[src/rtl/key_pkg.sv]
// Shared definitions for the keypad event path: code widths, repeat FSM
// state encodings and small bit-vector helpers.
package key_pkg;

    localparam int KEY_CODE_W = 4;
    localparam int KEY_NUM    = 16;

    typedef enum logic [1:0] {
        R_IDLE   = 2'd0,
        R_DELAY  = 2'd1,
        R_PERIOD = 2'd2
    } rep_state_t;

    // Code of the lowest-index set bit; 0 when the vector is empty.
    function automatic logic [KEY_CODE_W-1:0] lowest_set(input logic [KEY_NUM-1:0] vec);
        logic [KEY_CODE_W-1:0] code;
        code = {KEY_CODE_W{1'b0}};
        for (int i = KEY_NUM - 1; i >= 0; i--) begin
            if (vec[i]) begin
                code = KEY_CODE_W'(i);
            end else begin
                code = code;
            end
        end
        return code;
    endfunction

    // True when exactly one key is down.
    function automatic logic is_single(input logic [KEY_NUM-1:0] vec);
        return (vec != 16'd0) && ((vec & (vec - 16'd1)) == 16'd0);
    endfunction

endpackage

[src/rtl/key_fifo.sv]
// Synchronous show-ahead FIFO. The head entry is always visible on dout;
// a push into a full FIFO is accepted only when a pop happens the same cycle.
module key_fifo #(
    parameter int DEPTH = 4,
    parameter int WIDTH = 4
) (
    input  logic             clk,
    input  logic             rst,
    input  logic             push,
    input  logic [WIDTH-1:0] din,
    input  logic             pop,
    output logic [WIDTH-1:0] dout,
    output logic             full,
    output logic             empty
);

    localparam int AW = $clog2(DEPTH);

    logic [WIDTH-1:0] mem_r [DEPTH];
    logic [AW-1:0]    wr_ptr_r;
    logic [AW-1:0]    rd_ptr_r;
    logic [AW:0]      count_r;
    logic             wr_en_s;
    logic             rd_en_s;

    assign full    = (count_r == (AW + 1)'(DEPTH));
    assign empty   = (count_r == {(AW + 1){1'b0}});
    assign rd_en_s = pop && !empty;
    assign wr_en_s = push && (!full || rd_en_s);
    assign dout    = mem_r[rd_ptr_r];

    // Storage, pointers and occupancy count.
    always_ff @(posedge clk) begin
        if (rst) begin
            wr_ptr_r <= {AW{1'b0}};
            rd_ptr_r <= {AW{1'b0}};
            count_r  <= {(AW + 1){1'b0}};
            for (int i = 0; i < DEPTH; i++) begin
                mem_r[i] <= {WIDTH{1'b0}};
            end
        end else begin
            if (wr_en_s) begin
                mem_r[wr_ptr_r] <= din;
                wr_ptr_r        <= wr_ptr_r + AW'(1);
            end
            if (rd_en_s) begin
                rd_ptr_r <= rd_ptr_r + AW'(1);
            end
            case ({wr_en_s, rd_en_s})
                2'b10:   count_r <= count_r + (AW + 1)'(1);
                2'b01:   count_r <= count_r - (AW + 1)'(1);
                default: count_r <= count_r;
            endcase
        end
    end

endmodule

[src/rtl/key_event_controller.sv]
// Turns the raw keypad level vector into discrete key events: debounce,
// new-press detection, priority serialisation, single-key auto-repeat and
// a small event FIFO toward the consumer.
module key_event_controller
    import key_pkg::*;
#(
    parameter int DEBOUNCE_CYCLES = 200000,
    parameter int REPEAT_DELAY    = 10000000,
    parameter int REPEAT_PERIOD   = 2500000,
    parameter int FIFO_DEPTH      = 4
) (
    input  logic        clk,
    input  logic        rst,
    input  logic [15:0] keys,
    output logic        key_valid,
    output logic [3:0]  key_code,
    input  logic        key_ready,
    output logic [15:0] held,
    output logic        overflow
);

    localparam int DCW  = $clog2(DEBOUNCE_CYCLES + 1);
    localparam int RMAX = (REPEAT_DELAY > REPEAT_PERIOD) ? REPEAT_DELAY : REPEAT_PERIOD;
    localparam int RCW  = $clog2(RMAX + 1);

    logic [KEY_NUM-1:0]    candidate_r;
    logic [DCW-1:0]        cnt_r;
    logic [KEY_NUM-1:0]    pending_r;
    logic [KEY_NUM-1:0]    pending_next_s;
    logic [KEY_NUM-1:0]    pend_clr_s;
    rep_state_t            state_r;
    rep_state_t            state_next_s;
    logic [RCW-1:0]        rcnt_r;
    logic [RCW-1:0]        rcnt_next_s;
    logic [KEY_CODE_W-1:0] rkey_r;
    logic [KEY_CODE_W-1:0] rkey_next_s;
    logic                  rreq_r;
    logic                  rreq_next_s;
    logic                  held_upd_s;
    logic                  pend_any_s;
    logic                  svc_s;
    logic                  can_push_s;
    logic                  push_s;
    logic                  pop_s;
    logic [KEY_CODE_W-1:0] push_code_s;
    logic                  fifo_full_s;
    logic                  fifo_empty_s;

    // held changes only on the cycle a stable candidate differs from it.
    assign held_upd_s = (keys == candidate_r) &&
                        (cnt_r == DCW'(DEBOUNCE_CYCLES - 1)) &&
                        (candidate_r != held);
    assign key_valid  = !fifo_empty_s;
    assign pop_s      = key_valid && key_ready;
    assign can_push_s = !fifo_full_s || pop_s;
    assign pend_any_s = (pending_r != 16'd0);
    // A repeat is only considered on a cycle with no press waiting.
    assign svc_s      = rreq_r && !pend_any_s;

    // Single shared debounce counter for the whole vector.
    always_ff @(posedge clk) begin
        if (rst) begin
            candidate_r <= 16'd0;
            cnt_r       <= {DCW{1'b0}};
            held        <= 16'd0;
        end else if (keys != candidate_r) begin
            candidate_r <= keys;
            cnt_r       <= {DCW{1'b0}};
        end else if (cnt_r == DCW'(DEBOUNCE_CYCLES - 1)) begin
            held <= candidate_r;
        end else begin
            cnt_r <= cnt_r + DCW'(1);
        end
    end

    // Push selection: pending presses first, then a waiting repeat.
    always_comb begin
        push_s      = 1'b0;
        push_code_s = rkey_r;
        pend_clr_s  = 16'd0;
        if (pend_any_s) begin
            push_code_s = lowest_set(pending_r);
            push_s      = can_push_s;
            if (can_push_s) begin
                pend_clr_s = 16'd1 << push_code_s;
            end else begin
                pend_clr_s = 16'd0;
            end
        end else begin
            push_s = svc_s && can_push_s;
        end
        pending_next_s = (pending_r & ~pend_clr_s) |
                         (held_upd_s ? (candidate_r & ~held) : 16'd0);
    end

    // Repeat FSM next state; any held update re-evaluates the single-key condition.
    always_comb begin
        state_next_s = state_r;
        rcnt_next_s  = rcnt_r;
        rkey_next_s  = rkey_r;
        rreq_next_s  = rreq_r && !svc_s;
        if (held_upd_s) begin
            rreq_next_s = 1'b0;
            rcnt_next_s = {RCW{1'b0}};
            if (is_single(candidate_r)) begin
                state_next_s = R_DELAY;
                rkey_next_s  = lowest_set(candidate_r);
            end else begin
                state_next_s = R_IDLE;
            end
        end else begin
            case (state_r)
                R_IDLE: begin
                    rcnt_next_s = {RCW{1'b0}};
                end
                R_DELAY: begin
                    if (rcnt_r == RCW'(REPEAT_DELAY - 1)) begin
                        rreq_next_s  = 1'b1;
                        state_next_s = R_PERIOD;
                        rcnt_next_s  = {RCW{1'b0}};
                    end else begin
                        rcnt_next_s = rcnt_r + RCW'(1);
                    end
                end
                R_PERIOD: begin
                    if (rcnt_r == RCW'(REPEAT_PERIOD - 1)) begin
                        rreq_next_s = 1'b1;
                        rcnt_next_s = {RCW{1'b0}};
                    end else begin
                        rcnt_next_s = rcnt_r + RCW'(1);
                    end
                end
                default: begin
                    state_next_s = R_IDLE;
                    rcnt_next_s  = {RCW{1'b0}};
                    rreq_next_s  = 1'b0;
                end
            endcase
        end
    end

    // Pending bitmap, repeat FSM registers and the overflow pulse.
    always_ff @(posedge clk) begin
        if (rst) begin
            pending_r <= 16'd0;
            state_r   <= R_IDLE;
            rcnt_r    <= {RCW{1'b0}};
            rkey_r    <= {KEY_CODE_W{1'b0}};
            rreq_r    <= 1'b0;
            overflow  <= 1'b0;
        end else begin
            pending_r <= pending_next_s;
            state_r   <= state_next_s;
            rcnt_r    <= rcnt_next_s;
            rkey_r    <= rkey_next_s;
            rreq_r    <= rreq_next_s;
            overflow  <= svc_s && !can_push_s;
        end
    end

    key_fifo #(
        .DEPTH (FIFO_DEPTH),
        .WIDTH (KEY_CODE_W)
    ) u_fifo (
        .clk   (clk),
        .rst   (rst),
        .push  (push_s),
        .din   (push_code_s),
        .pop   (pop_s),
        .dout  (key_code),
        .full  (fifo_full_s),
        .empty (fifo_empty_s)
    );

endmodule
[config.mk]
export PLATFORM = sky130hd
export DESIGN_NAME = key_event_controller
export DESIGN_NICKNAME = d
export VERILOG_FILES = /design/src/rtl/key_pkg.sv /design/src/rtl/key_fifo.sv /design/src/rtl/key_event_controller.sv
export SDC_FILE = /design/constraint.sdc
export NUM_CORES = 1
export LEC_CHECK = 0
export CORE_MARGIN = 2
export CORE_UTILIZATION = 30
export DETAILED_ROUTE_END_ITERATION = 16
export PLACE_DENSITY_LB_ADDON = 0.15
export SYNTH_ARGS = -nofsm -noshare
export SYNTH_HDL_FRONTEND = slang
export SYNTH_SLANG_ARGS = --single-unit
export TNS_END_PERCENT = 30
[constraint.sdc]
create_clock -name clk -period 3 [get_ports clk]
set_input_delay 0.75 -clock clk [delete_from_list [all_inputs] [get_ports clk]]
set_output_delay 0.75 -clock clk [all_outputs]
set_load 0.02 [all_outputs]
==> impl_results.md <==
- Status: finished clean
- Post-Synthesis Cells: slightly below 700
- Max-cap violation count: 0
- Area Growth Syn to Fin: 23.7%
- Via count: 4918
- Final min period: 2.71 ns
- I/O pin count: 41
- Layout Utilization: 0.375
- Fillers: 2079
- Hold crit path type: flop to flop
- Pins Over Slew Limit: 0
- Crit-path cells: mux4_2 > clkdlybuf4s50_1
- Hold Vio Cnt, Final: 0
- Cell variety after synth: 64
- Post-synth EDFFs: 16
- Layout cells sized above 1: 0.110
- RSZ-0062 raised after global routing: no
- Sequential share of the synthesized area: 0.432
- Area leader, netlist: dfxtp_1
- DRT iter0 DRCs: ~250
- Max Root-Sink Buffers: 2
- Crit Path Class: flop to output port
- Worst hold start: rcnt_r[0]
- Post-DP HPWL: 11200 microns
- CTS tree: built
- Initial core utilization: 0.303
- Slew headroom: 0.493
- Critical Path RT: 2.25 ns
- Setup Fix Bufs, Post-CTS: 0
- Nets@finish: 800
- CP Launch Type: flop
- Core area: approximately 0.020 sq mm
- Top cell type's share of synthesized area: 0.352
- Worst-Skew Late Latency: 0.42 ns
- Area of the multi-input gates: about 0.0032 sq mm
- H-tree depth: 4
- Global route overflow: 0
- Die Wd: between 100 and 150 microns
- First-pass GRT wire length: about 25000 microns
- FF+latch area: about 0.0026 sq mm
- Die footprint: between 0.02 and 0.025 sq mm
- Synth Warn #: 0
- WHS: 0.474 ns
- Most frequent cells in the layout: 126 x nor2_1, 107 x dfxtp_1, 52 x nand2_1, 52 x a21oi_1, 39 x clkdlybuf4s50_1
- CTS Sinks: 123
- CP max-delay cell: clkdlybuf4s50_1
- CTS Buf Count: 17
- Post-Route WL: roughly 15000 microns
- # diodes: 0
- Routability congestion estimate: ~0.8
- Post-route ant nets: 0
- Die Span Y: about 150 microns
- R2R Setup Slk: around 0.31 ns
- Syn_area_per_cell: between 8 and 9 sq um
- I/O Buffers: 40
- DRC Markers: 0
- Yosys reg bits: 123
- Top cells by area, synth: dfxtp_1 35%, edfxtp_1 7.9%, nor2_1 7.8%, ha_1 4.7%, a21oi_1 4.3%
- VDD IR max: 0.407 mV
- Final setup viols: 0
- Worst-Margin Slew: roughly 0.75 ns
- Maximum clock frequency: around 0.37 GHz
- Largest net degree at the start of global routing: 56
- CP endpoint: key_code[1]
- Vias in the first global route: 4771
- CTS Hold Bufs: 0
- Global-route total usage across every layer: 0.145
- Worst path arrival time: just under 2 ns
- Power Dens Cells: 535 mW/mm^2
- Asr flop ratio synth: 0
- Skew final: just under 0.007 ns
- Post-DR wirelength/cell: roughly 14 microns
- Leakage: roughly 2.6 nW
- Slowest cell delay on critical path: approximately 0.55 ns
- Initial antenna violation count: 0
- Commonest non-fill, non-tap cell in the layout: nor2_1
- Reg2Reg Capture Point: u_fifo.count_r[2]
- Max Fanout on Critical Path: 4
- Root Driver: clkbuf_16
- Syn Nets: about 740
- Crit share post-route: 0.904
- Worst R2R Path Depth: 11
- Most common flop cell mapped by yosys: dfxtp_1
- CP endpoint kind: output port
- Mapped cell area: about 0.0061 sq mm
- Vias per Instance: between 4 and 5
- Worst r2r src: pending_r[12]
- Rows: 52
- Clock transition at the registers of the reported paths: ~0.060 ns
- TritonRoute pass-1 iters: 4
[registers in the layout (all words and copies together), names as in the netlist, named ones only]
| register | flops |
|---|---|
| candidate_r | 16 |
| cnt_r | 18 |
| held | 16 |
| overflow | 1 |
| pending_r | 16 |
| rcnt_r | 24 |
| rkey_r | 4 |
| rreq_r | 1 |
| state_r | 2 |
| u_fifo.count_r | 3 |
| u_fifo.mem_r | 16 |
| u_fifo.rd_ptr_r | 2 |
| u_fifo.wr_ptr_r | 2 |
[routing by layer]
| metal | vias up | share of wire | GRT usage |
|---|---|---|---|
| met3 | 6 | 0.035 | 0.0372 |
| li1 | 2521 | - | - |
| met1 | 2329 | 0.50 | 0.201 |
| met2 | 62 | 0.46 | 0.227 |
| met4 | 0 | 0.0070 | 0.0364 |
| met5 | - | 0 | 0 |
[worst min-delay path by stage]
stage	slack [ns]	depth (start not counted)	end
finish	0.47	1	rcnt_r[0]
floorplan	0.43	2	rkey_r[2]
global placement	0.45	1	rcnt_r[0]
detailed placement	0.47	1	rcnt_r[0]
global route	0.52	2	rkey_r[3]
CTS	0.48	1	rcnt_r[0]
[through the flow]
step	cells	TNS, ns	setup WS, ns	power [mW]	instance area, sq um
2_1_floorplan	694	0	0.100	1.86	6080
3_3_place_gp	1008	0	0.0436	1.93	6900
3_5_place_dp	1008	-0.0303	-0.0303	1.93	6900
4_1_cts	1040	0	0.163	4.08	7510
5_1_grt	1040	0	0.0687	4.16	7520
6_report	1040	0	0.288	4.02	7520
[cells in the mapped netlist (all sizes together), types with 2 or more instances]
cell / count
nor2b: 18
nand2b: 9
o21ai: 23
and3: 5
clkbuf: 11
a211oi: 4
a31oi: 2
nand3: 14
a21o: 3
a21bo: 2
nor3: 13
xor2: 26
mux4: 4
a21oi: 52
or3: 10
o31ai: 8
dfxtp: 107
xnor2: 28
inv: 36
or4: 5
and4b: 2
nor3b: 2
o21bai: 4
nor4: 14
a211o: 2
nor2: 126
nand3b: 2
mux2i: 3
or2: 3
edfxtp: 16
nor4b: 5
nand4: 20
buf: 16
a2111oi: 5
nand2: 53
and4: 3
and2: 4
ha: 23
[where the power goes]
group,switching (mW),internal [mW]
sequential,0.0215,1.69
combinational,0.0966,0.0909
clock,0.746,1.38
[kinds of logic after synthesis]
logic type               after synthesis  share of synthesized area
AO/OA/AOI/OAI                        110                      0.110
XOR/XNOR                              54                     0.0778
adder cells (fa/ha/maj)               24                     0.0506
buffers and inverters                 64                     0.0506
flip-flops                           123                      0.432
multiplexers                           7                     0.0198
AND/OR/NAND/NOR                      312                      0.260
[what timing repair did]
action	4_1_cts	5_1_grt
setup endpoints to repair	0	1
hold endpoints to repair	0	0
resized for setup	0	1
[critical path, delay by kind of cell (launching register included)]
family / cells / cell delay (ns)
buffers and inverters: 1 / 0.55
DFF: 1 / 0.46
muxes: 1 / 0.53
[cell type report]
type | instances | share of cell area
sequential | 123 | 0.349
clock inverter | 13 | 0.0231
inverter | 36 | 0.0180
timing repair buffer | 72 | 0.0879
clock buffer | 19 | 0.0576
tap | 270 | 0.0449
multi-input combinational | 507 | 0.420
Power figures use the tool's default switching activity.
